## config.mk

```make
export PLATFORM = sky130hd
export DESIGN_NAME = prog_loader
export DESIGN_NICKNAME = d
export VERILOG_FILES = /design/src/rtl/cpu_pkg.sv /design/src/rtl/prog_loader.sv
export SDC_FILE = /design/constraint.sdc
export NUM_CORES = 1
export LEC_CHECK = 0
export ABC_AREA = 1
export BUFFER_PORTS_ARGS = -buffer_cell sky130_fd_sc_hd__buf_4
export CORE_ASPECT_RATIO = 2
export CORE_MARGIN = 3
export CORE_UTILIZATION = 40
export DETAILED_ROUTE_END_ITERATION = 8
export MAX_ROUTING_LAYER = met4
export SLEW_MARGIN = 15
export SYNTH_ARGS = -nofsm -noshare
export SYNTH_HDL_FRONTEND = slang
export SYNTH_SLANG_ARGS = --single-unit
```

## constraint.sdc

```tcl
create_clock -name clk -period 2.3 [get_ports clk]
set_input_delay 0.46 -clock clk [delete_from_list [all_inputs] [get_ports clk]]
set_output_delay 0.46 -clock clk [all_outputs]
set_load 0.02 [all_outputs]
```

## src/rtl/cpu_pkg.sv

```systemverilog
// Definitions shared between the program loader and the CPU: instruction
// memory geometry, the frame start marker and the loader state encoding.
package cpu_pkg;

  localparam int          IMEM_ADDR_W = 4;
  localparam int          IMEM_DATA_W = 8;
  localparam logic [7:0]  SYNC_BYTE   = 8'hA5;

  typedef enum logic [2:0] {
    ST_IDLE,
    ST_LEN,
    ST_DATA,
    ST_CHK,
    ST_DRAIN,
    ST_RUN
  } loader_state_e;

endpackage

```

## src/rtl/prog_loader.sv

```systemverilog
// Byte-stream program loader: parses SYNC, LEN, data[, checksum] frames into
// instruction-memory writes. Define LOADER_CHECKSUM_EN to add the checksum stage.
module prog_loader
  import cpu_pkg::*;
#(
  parameter int         ADDR_W    = IMEM_ADDR_W,
  parameter int         DATA_W    = IMEM_DATA_W,
  parameter logic [7:0] SYNC_BYTE = cpu_pkg::SYNC_BYTE
) (
  input  logic              clk,
  input  logic              reset,
  input  logic [7:0]        in_data,
  input  logic              in_valid,
  output logic              in_ready,
  output logic              imem_we,
  output logic [ADDR_W-1:0] imem_addr,
  output logic [DATA_W-1:0] imem_wdata,
  output logic              cpu_hold,
  output logic              busy,
  output logic              done,
  output logic              err
);

  // One extra bit so a full-depth frame length (2**ADDR_W) is representable.
  localparam int CNT_W = ADDR_W + 1;
  localparam int DEPTH = 1 << ADDR_W;

  loader_state_e     state_q;
  logic [CNT_W-1:0]  count_q;
  logic [CNT_W-1:0]  len_q;
`ifdef LOADER_CHECKSUM_EN
  logic [7:0]        sum_q;
`endif

  logic xfer;
  logic len_ok;
  logic last_byte;

  assign xfer      = in_valid && in_ready;
  assign len_ok    = (in_data != 8'd0) && (int'(in_data) <= DEPTH);
  assign last_byte = (count_q + CNT_W'(1)) == len_q;

  // NOTE: all state and outputs use non-blocking assignments so every branch
  // reads the pre-edge values; blocking here would make later reads see new state.
  always_ff @(posedge clk or posedge reset) begin
    if (reset) begin
      state_q    <= ST_IDLE;
      count_q    <= '0;
      len_q      <= '0;
      in_ready   <= 1'b0;
      imem_we    <= 1'b0;
      imem_addr  <= '0;
      imem_wdata <= '0;
      cpu_hold   <= 1'b1;
      busy       <= 1'b0;
      done       <= 1'b0;
      err        <= 1'b0;
`ifdef LOADER_CHECKSUM_EN
      sum_q      <= '0;
`endif
    end else begin
      imem_we  <= 1'b0;
      done     <= 1'b0;
      in_ready <= 1'b1;
      case (state_q)
        ST_IDLE, ST_RUN: begin
          if (xfer && in_data == SYNC_BYTE) begin
            state_q  <= ST_LEN;
            err      <= 1'b0;
            busy     <= 1'b1;
            cpu_hold <= 1'b1;
`ifdef LOADER_CHECKSUM_EN
            sum_q    <= '0;
`endif
          end
        end
        ST_LEN: begin
          if (xfer) begin
            if (len_ok) begin
              len_q   <= CNT_W'(in_data);
              count_q <= '0;
              state_q <= ST_DATA;
            end else begin
              err     <= 1'b1;
              busy    <= 1'b0;
              state_q <= ST_IDLE;
            end
          end
        end
        ST_DATA: begin
          if (xfer) begin
            imem_we    <= 1'b1;
            imem_addr  <= count_q[ADDR_W-1:0];
            imem_wdata <= DATA_W'(in_data);
            count_q    <= count_q + CNT_W'(1);
`ifdef LOADER_CHECKSUM_EN
            sum_q      <= sum_q + in_data;
            if (last_byte) state_q <= ST_CHK;
`else
            if (last_byte) begin
              state_q  <= ST_DRAIN;
              in_ready <= 1'b0;
            end
`endif
          end
        end
`ifdef LOADER_CHECKSUM_EN
        ST_CHK: begin
          if (xfer) begin
            if (in_data == sum_q) begin
              state_q  <= ST_DRAIN;
              in_ready <= 1'b0;
            end else begin
              err     <= 1'b1;
              busy    <= 1'b0;
              state_q <= ST_IDLE;
            end
          end
        end
`endif
        ST_DRAIN: begin
          // The final write is committing this cycle; release the CPU after it.
          state_q  <= ST_RUN;
          cpu_hold <= 1'b0;
          done     <= 1'b1;
          busy     <= 1'b0;
        end
        default: begin
          state_q <= ST_IDLE;
          busy    <= 1'b0;
        end
      endcase
    end
  end

endmodule

```

==> results of run 1 <==
[power by group through the flow]
stage | Clock (mW) | Sequential (mW) | Combinational, mW
after floorplan | 0 | 0.909 | 0.462
after global placement | 0 | 0.856 | 0.747
after detailed placement | 0 | 0.865 | 0.758
after CTS | 0.427 | 0.856 | 0.760
after global routing | 0.446 | 0.883 | 0.876
final | 0.410 | 0.858 | 0.752
[cell usage after synthesis (all sizes together)]
cell,count
a21oi,2
o21a,1
ha,1
nor2,10
dfstp,1
inv,30
a21boi,1
dfrtp,30
o21ai,24
nand3b,1
nand4,9
nand3,16
buf,4
nand2,54
[cell type report]
cell class	count	area [µm²]	share of cell area, %
sequential	31	777	42.2
multi-input combinational	119	589	32.0
timing repair buffer	29	218	11.8
inverter	30	113	6.12
clock buffer	7	76.3	4.15
tap	49	61.3	3.33
clock inverter	1	5.00	0.272
[critical path, delay by kind of cell (launching register included)]
kind                   cells  cell delay, ps
AND/OR/NAND/NOR            5             750
AO/OA/AOI/OAI              2             310
buffers and inverters      1              80
flip-flops                 1             400
[layout by cell type, fill, tap and decap left out, types with 5 or more instances in the layout]
cell / synthesis / layout
dfrtp_1: 30 / 30
nand4_1: 9 / 9
o21ai_0: 13 / 13
inv_1: 28 / 28
o21ai_2: 5 / 5
nor2_1: 7 / 7
clkbuf_8: 0 / 5
o21ai_1: 6 / 6
nand2_2: 5 / 5
buf_4: 1 / 29
nand2_1: 49 / 49
nand3_1: 16 / 16
[how the worst max path moves through the flow]
stage / slack (ps) / cells after the start / to / start
CTS: 610 / 8 / count_q[3] / state_q[1]
finish: 640 / 8 / count_q[3] / state_q[1]
floorplan: 810 / 11 / state_q[2] / count_q[0]
detailed placement: 570 / 7 / count_q[3] / in_data[1]
global placement: 580 / 7 / count_q[3] / in_data[2]
global route: 440 / 12 / state_q[2] / count_q[0]
[metal layers]
metal | vias to the layer above | share of wire (%) | wire [µm] | track usage (%)
li1 | 649 | - | - | -
met1 | 598 | 38 | 1280 | 16.5
met2 | 36 | 54 | 1830 | 31.5
met3 | 13 | 3.7 | 127 | 3.19
met4 | 0 | 4.9 | 169 | 12.5
met5 | - | 0 | 0 | -
[state kept, by name, indices dropped and copies added, names as in the netlist]
register and flops:
busy 1, count_q 5, cpu_hold 1, done 1, err 1, imem_addr 4, imem_wdata 8, imem_we 1
in_ready 1, len_q 5, state_q 3
[logic make-up after synthesis]
logic type      after synthesis
simple gates                 90
buf+inv                      34
flops                        31
compound gates               28
fa+ha+maj                     1
==> results.ini, run 1 <==
[global_route]
grt_pass1_wl_um = 5870
grt_max_degree = 32
grtUsageTotal_pct = 17.6
grt_pass1_vias = 1290
antenna_found_initial = 0
overflow = 0

[cts]
postCtsHoldBufs = 0
cts.repair.resized = 0
cts-root-buf = clkbuf_8
cts_tree = done
numClockSinks = 31
cts_made_buffers = 5
clk_latency_ps = 280
max-clock-path-buffers = 2
cts-htree-levels = 2
path_clk_slew_ps = 60
cts_setup_buffers = 0

[timing]
period_minus_slack_ps = 1660
hold_violations = 0
timing.final.max_slew_violations = 0
setup_violations = 0
finClkSkew_ps = 3.62
worst_slack_ps = 642
fmax_mhz = 603
tightest_slew_ps = 404
hold_ws_ps = 263
fin_tns_setup_ps = 0
rsz0062_at_grt = no
period_share_pct = 72.1
relSlewSlack_pct = 73.1

[synth]
ys_types = 23
synth_top_family_by_area = simple AND/OR/NAND/NOR gates
syn_area_um2 = 1510
synthSimpleGateAreaFrac_pct = 27.0
ys_ff_latch = 31
synth-compound-area-share_pct = 11.1
synth-adder-area-share_pct = 0.826
avgSynthCellArea_um2 = 8.23
yosysSeqAreaShare_pct = 51.3
synth_area_leaders = dfrtp_1 (50%), nand2_1 (12%), inv_1 (6.9%), nand3_1 (5.3%), o21ai_0 (4.3%)
yosysTopAreaCell = dfrtp_1
syn_nets = 196
ys_warn_count = 0
synthXorXnorAreaFrac_pct = 0
yosys.area.top_type_share_pct = 49.6
synth_mux_area_share_pct = 0
synthCells = 184

[drt]
ant_nets = 0
wl_um = 3420
wl_per_cell_um = 12.8
vias = 1296
vias_per_cell = 4.87
drcViolationCount = 0
first_iter_violations = 33
drt_pass1_iterations = 4

[setup_path]
critPathLaunchType = flip-flop
cp_slowest_cell = dfrtp_1
path_cells = inv_1, nand2_2, nor2_2, nand4_1, a21oi_2, nand2_2, nand2_1, o21ai_0
cp_common_cell = nand2_2
rr_worst_depth = 8
cp-end-kind = flip-flop
cp.required_ps = 2450
crit_type = flip-flop to flip-flop
cp.arrival_ps = 1810
reg2reg_to = count_q[3]
rrSetupSlack_ps = 640
worstReg2RegStart = state_q[1]
cp_slowest_stage_delay_ps = 400
cp_max_fo = 12

[floorplanning]
dieArea_um2 = 4600
rows = 31
core_area_um2 = 3650
boundaryPins = 29
initial_core_util_pct = 41.5
fp.dieH_um = 93.0
die-width_um = 49.5

[power_and_ir_drop]
power.density_nw_per_um2 = 1100
switching_share_pct = 39.6
switching_power_mw = 0.800
clock_power_share_pct = 20.3
vdd_ir_drop_max_mv = 0.564
p_total_mw = 2.02
power.leakage_nw = 0.973
power_frac_comb_pct = 37.2
seq_power_share_pct = 42.5
power.internal_mw = 1.22

[layout]
fill_cells = 384
area_growth_pct = 21.5
drive_gt1_share_pct = 24.0
finalNonFillerCells = 266
stdcell_area_um2 = 1840
final_util_pct = 50.4
n_antenna_cell = 0
nets = 228

[placed_design]
dp_cells = 258
place_ws_ps = 571
io_buffer_count = 28
postPlaceCellArea_um2 = 1760
dp_hpwl_um = 2590
globalplace.congestion = 1.03

[run]
cap_violations = 0

[outcome]
outcome = complete, no violations

[hold_path]
hold_path.class = input port to asynchronous set/reset pin

No activity file was read; power rests on OpenSTA's default activity.
==> run 2, diff against run 1 <==
- clock period: 2.3 -> 1.4 ns (I/O delays scaled with it)
==> run 2 against run 1 <==
The run now ends with negative setup slack left. Utilization grew 11 points. Critical path depth grew 3. Combinational power grew 130%. Design area grew 22%. Flip-flop and latch count is the same. Register-to-register slack lost 780 ps. Power grew 91%. Die area is the same. Sequential share of layout area shrank 7.5 points. Worst hold slack lost 190 ps. Via count grew 7.6%. Non-clock buffer count grew 22. Highest routed layer unchanged.
==> results.ini, run 2 (synthesis results as in run 1) <==
[outcome]
outcome = complete, but fails checks
violations = negative setup slack

[timing]
tightest_slew_ps = 393
rsz0062_at_grt = yes
relSlewSlack_pct = 73.8
period_minus_slack_ps = 1540
hold_ws_ps = 77.0
hold_violations = 0
period_share_pct = 110
timing.final.max_slew_violations = 0
worst_slack_ps = -135
fin_tns_setup_ps = -557
setup_violations = 12
finClkSkew_ps = 5.66
fmax_mhz = 651

[power_and_ir_drop]
power.density_nw_per_um2 = 1720
power.leakage_nw = 1.13
vdd_ir_drop_max_mv = 1.10
p_total_mw = 3.86

[run]
cap_violations = 0

[global_route]
overflow = 0
antenna_found_initial = 0
grt_pass1_vias = 1290
grt_pass1_wl_um = 5780
grtUsageTotal_pct = 17.1
grt_max_degree = 32

[placed_design]
io_buffer_count = 28
dp_cells = 271
dp_hpwl_um = 2710
globalplace.congestion = 0.886
place_ws_ps = -137
postPlaceCellArea_um2 = 1870

[setup_path]
cp.required_ps = 1570
rr_worst_depth = 11
cp.arrival_ps = 1700
rrSetupSlack_ps = -140
reg2reg_to = state_q[2]
cp_max_fo = 4
crit_type = flip-flop to flip-flop
cp-end-kind = flip-flop
worstReg2RegStart = count_q[1]
critPathLaunchType = flip-flop

[floorplanning]
core_area_um2 = 3650
die-width_um = 49.5
rows = 31
dieArea_um2 = 4600
initial_core_util_pct = 41.5
fp.dieH_um = 93.0
boundaryPins = 29

[drt]
vias = 1394
wl_per_cell_um = 13.0
first_iter_violations = 31
wl_met2_um = 2150
topRoutingLayerUsed = met4
drcViolationCount = 0
dr_wl_met3_um = 112
wl_um = 3760
wl_met1_um = 1390
ant_nets = 0
vias_per_cell = 4.82
drt_pass1_iterations = 4

[layout]
largest_reg_flops = 8
finalNonFillerCells = 289
n_antenna_cell = 0
largest-register = imem_wdata
top_regs = imem_wdata x8, count_q x5, len_q x5
drive_gt1_share_pct = 45.8
layout_commonest_cell = buf_4
most-common-layout-cells = buf_4 (42), nand2_1 (34), dfrtp_1 (29)
stdcell_area_um2 = 2240
final_util_pct = 61.4
area_growth_pct = 47.9
nets = 251

[cts]
cts-root-buf = clkbuf_8
postCtsHoldBufs = 0
cts_tree = done
numClockSinks = 31
cts_made_buffers = 5
cts-htree-levels = 2
max-clock-path-buffers = 2
path_clk_slew_ps = 70
clk_latency_ps = 280

[hold_path]
hold_path.class = input port to asynchronous set/reset pin

==> run 2: cell count changes in the layout (fill, tap and decap cells not counted), moves of 3 or more <==
| cell | before | now |
|---|---|---|
| nand2_2 | 5 | 15 |
| nand2_1 | 49 | 34 |
| o21ai_1 | 6 | 10 |
| inv_1 | 28 | 23 |
| nand2_4 | 0 | 5 |
| inv_2 | 2 | 6 |
| o21ai_2 | 5 | 12 |
| buf_4 | 29 | 42 |
| nor2_1 | 7 | 4 |
| o21ai_0 | 13 | 1 |
| nor2_4 | 1 | 4 |
| buf_6 | 0 | 6 |
==> run 2: cell type report <==
type | instances | area (µm²)
fill | 331 | 1410
sequential | 31 | 778
multi-input combinational | 120 | 744
timing repair buffer | 51 | 448
inverter | 30 | 118
clock buffer | 5 | 68.8
tap | 49 | 61.3
clock inverter | 3 | 20.0
==> run 2: worst max-delay path: stages (launching register included) <==
cell and delay (ps):
dfrtp_1 380, ha_1 320, inv_2 60, nor2_1 40, nor2_1 80, nand3_1 90, nor2_2 110, nand3_1 90
nand2_2 110, nand2_2 60, nand2_1 50, nand2_1 50
==> run 2: worst max-delay path by stage <==
| stage | start | end |
|---|---|---|
| after global routing | count_q[1] | state_q[0] |
| after CTS | count_q[1] | state_q[2] |
| final | count_q[1] | state_q[2] |
| after global placement | count_q[1] | state_q[2] |
| after detailed placement | count_q[1] | state_q[2] |
| after floorplan | count_q[0] | state_q[2] |
==> run 2: what timing repair did <==
action                     4_1_cts  5_1_grt
gates cloned                     0        2
setup endpoints to repair       16       25
buffers inserted                 0        9
gates resized for setup          4       63
pin swaps                        0        6
==> run 2: report_power, final <==
part / total, mW / internal [mW] / switching (mW)
clock: 0.686 / 0.345 / 0.341
combinational: 1.76 / 0.798 / 0.960
sequential: 1.41 / 1.17 / 0.249
total: 3.86 / 2.31 / 1.55
==> run 2: routing by layer <==
metal,track usage (%),vias up
met5,-,-
met4,11.8,0
met3,2.55,10
met2,30.7,29
met1,16.3,652
li1,-,703
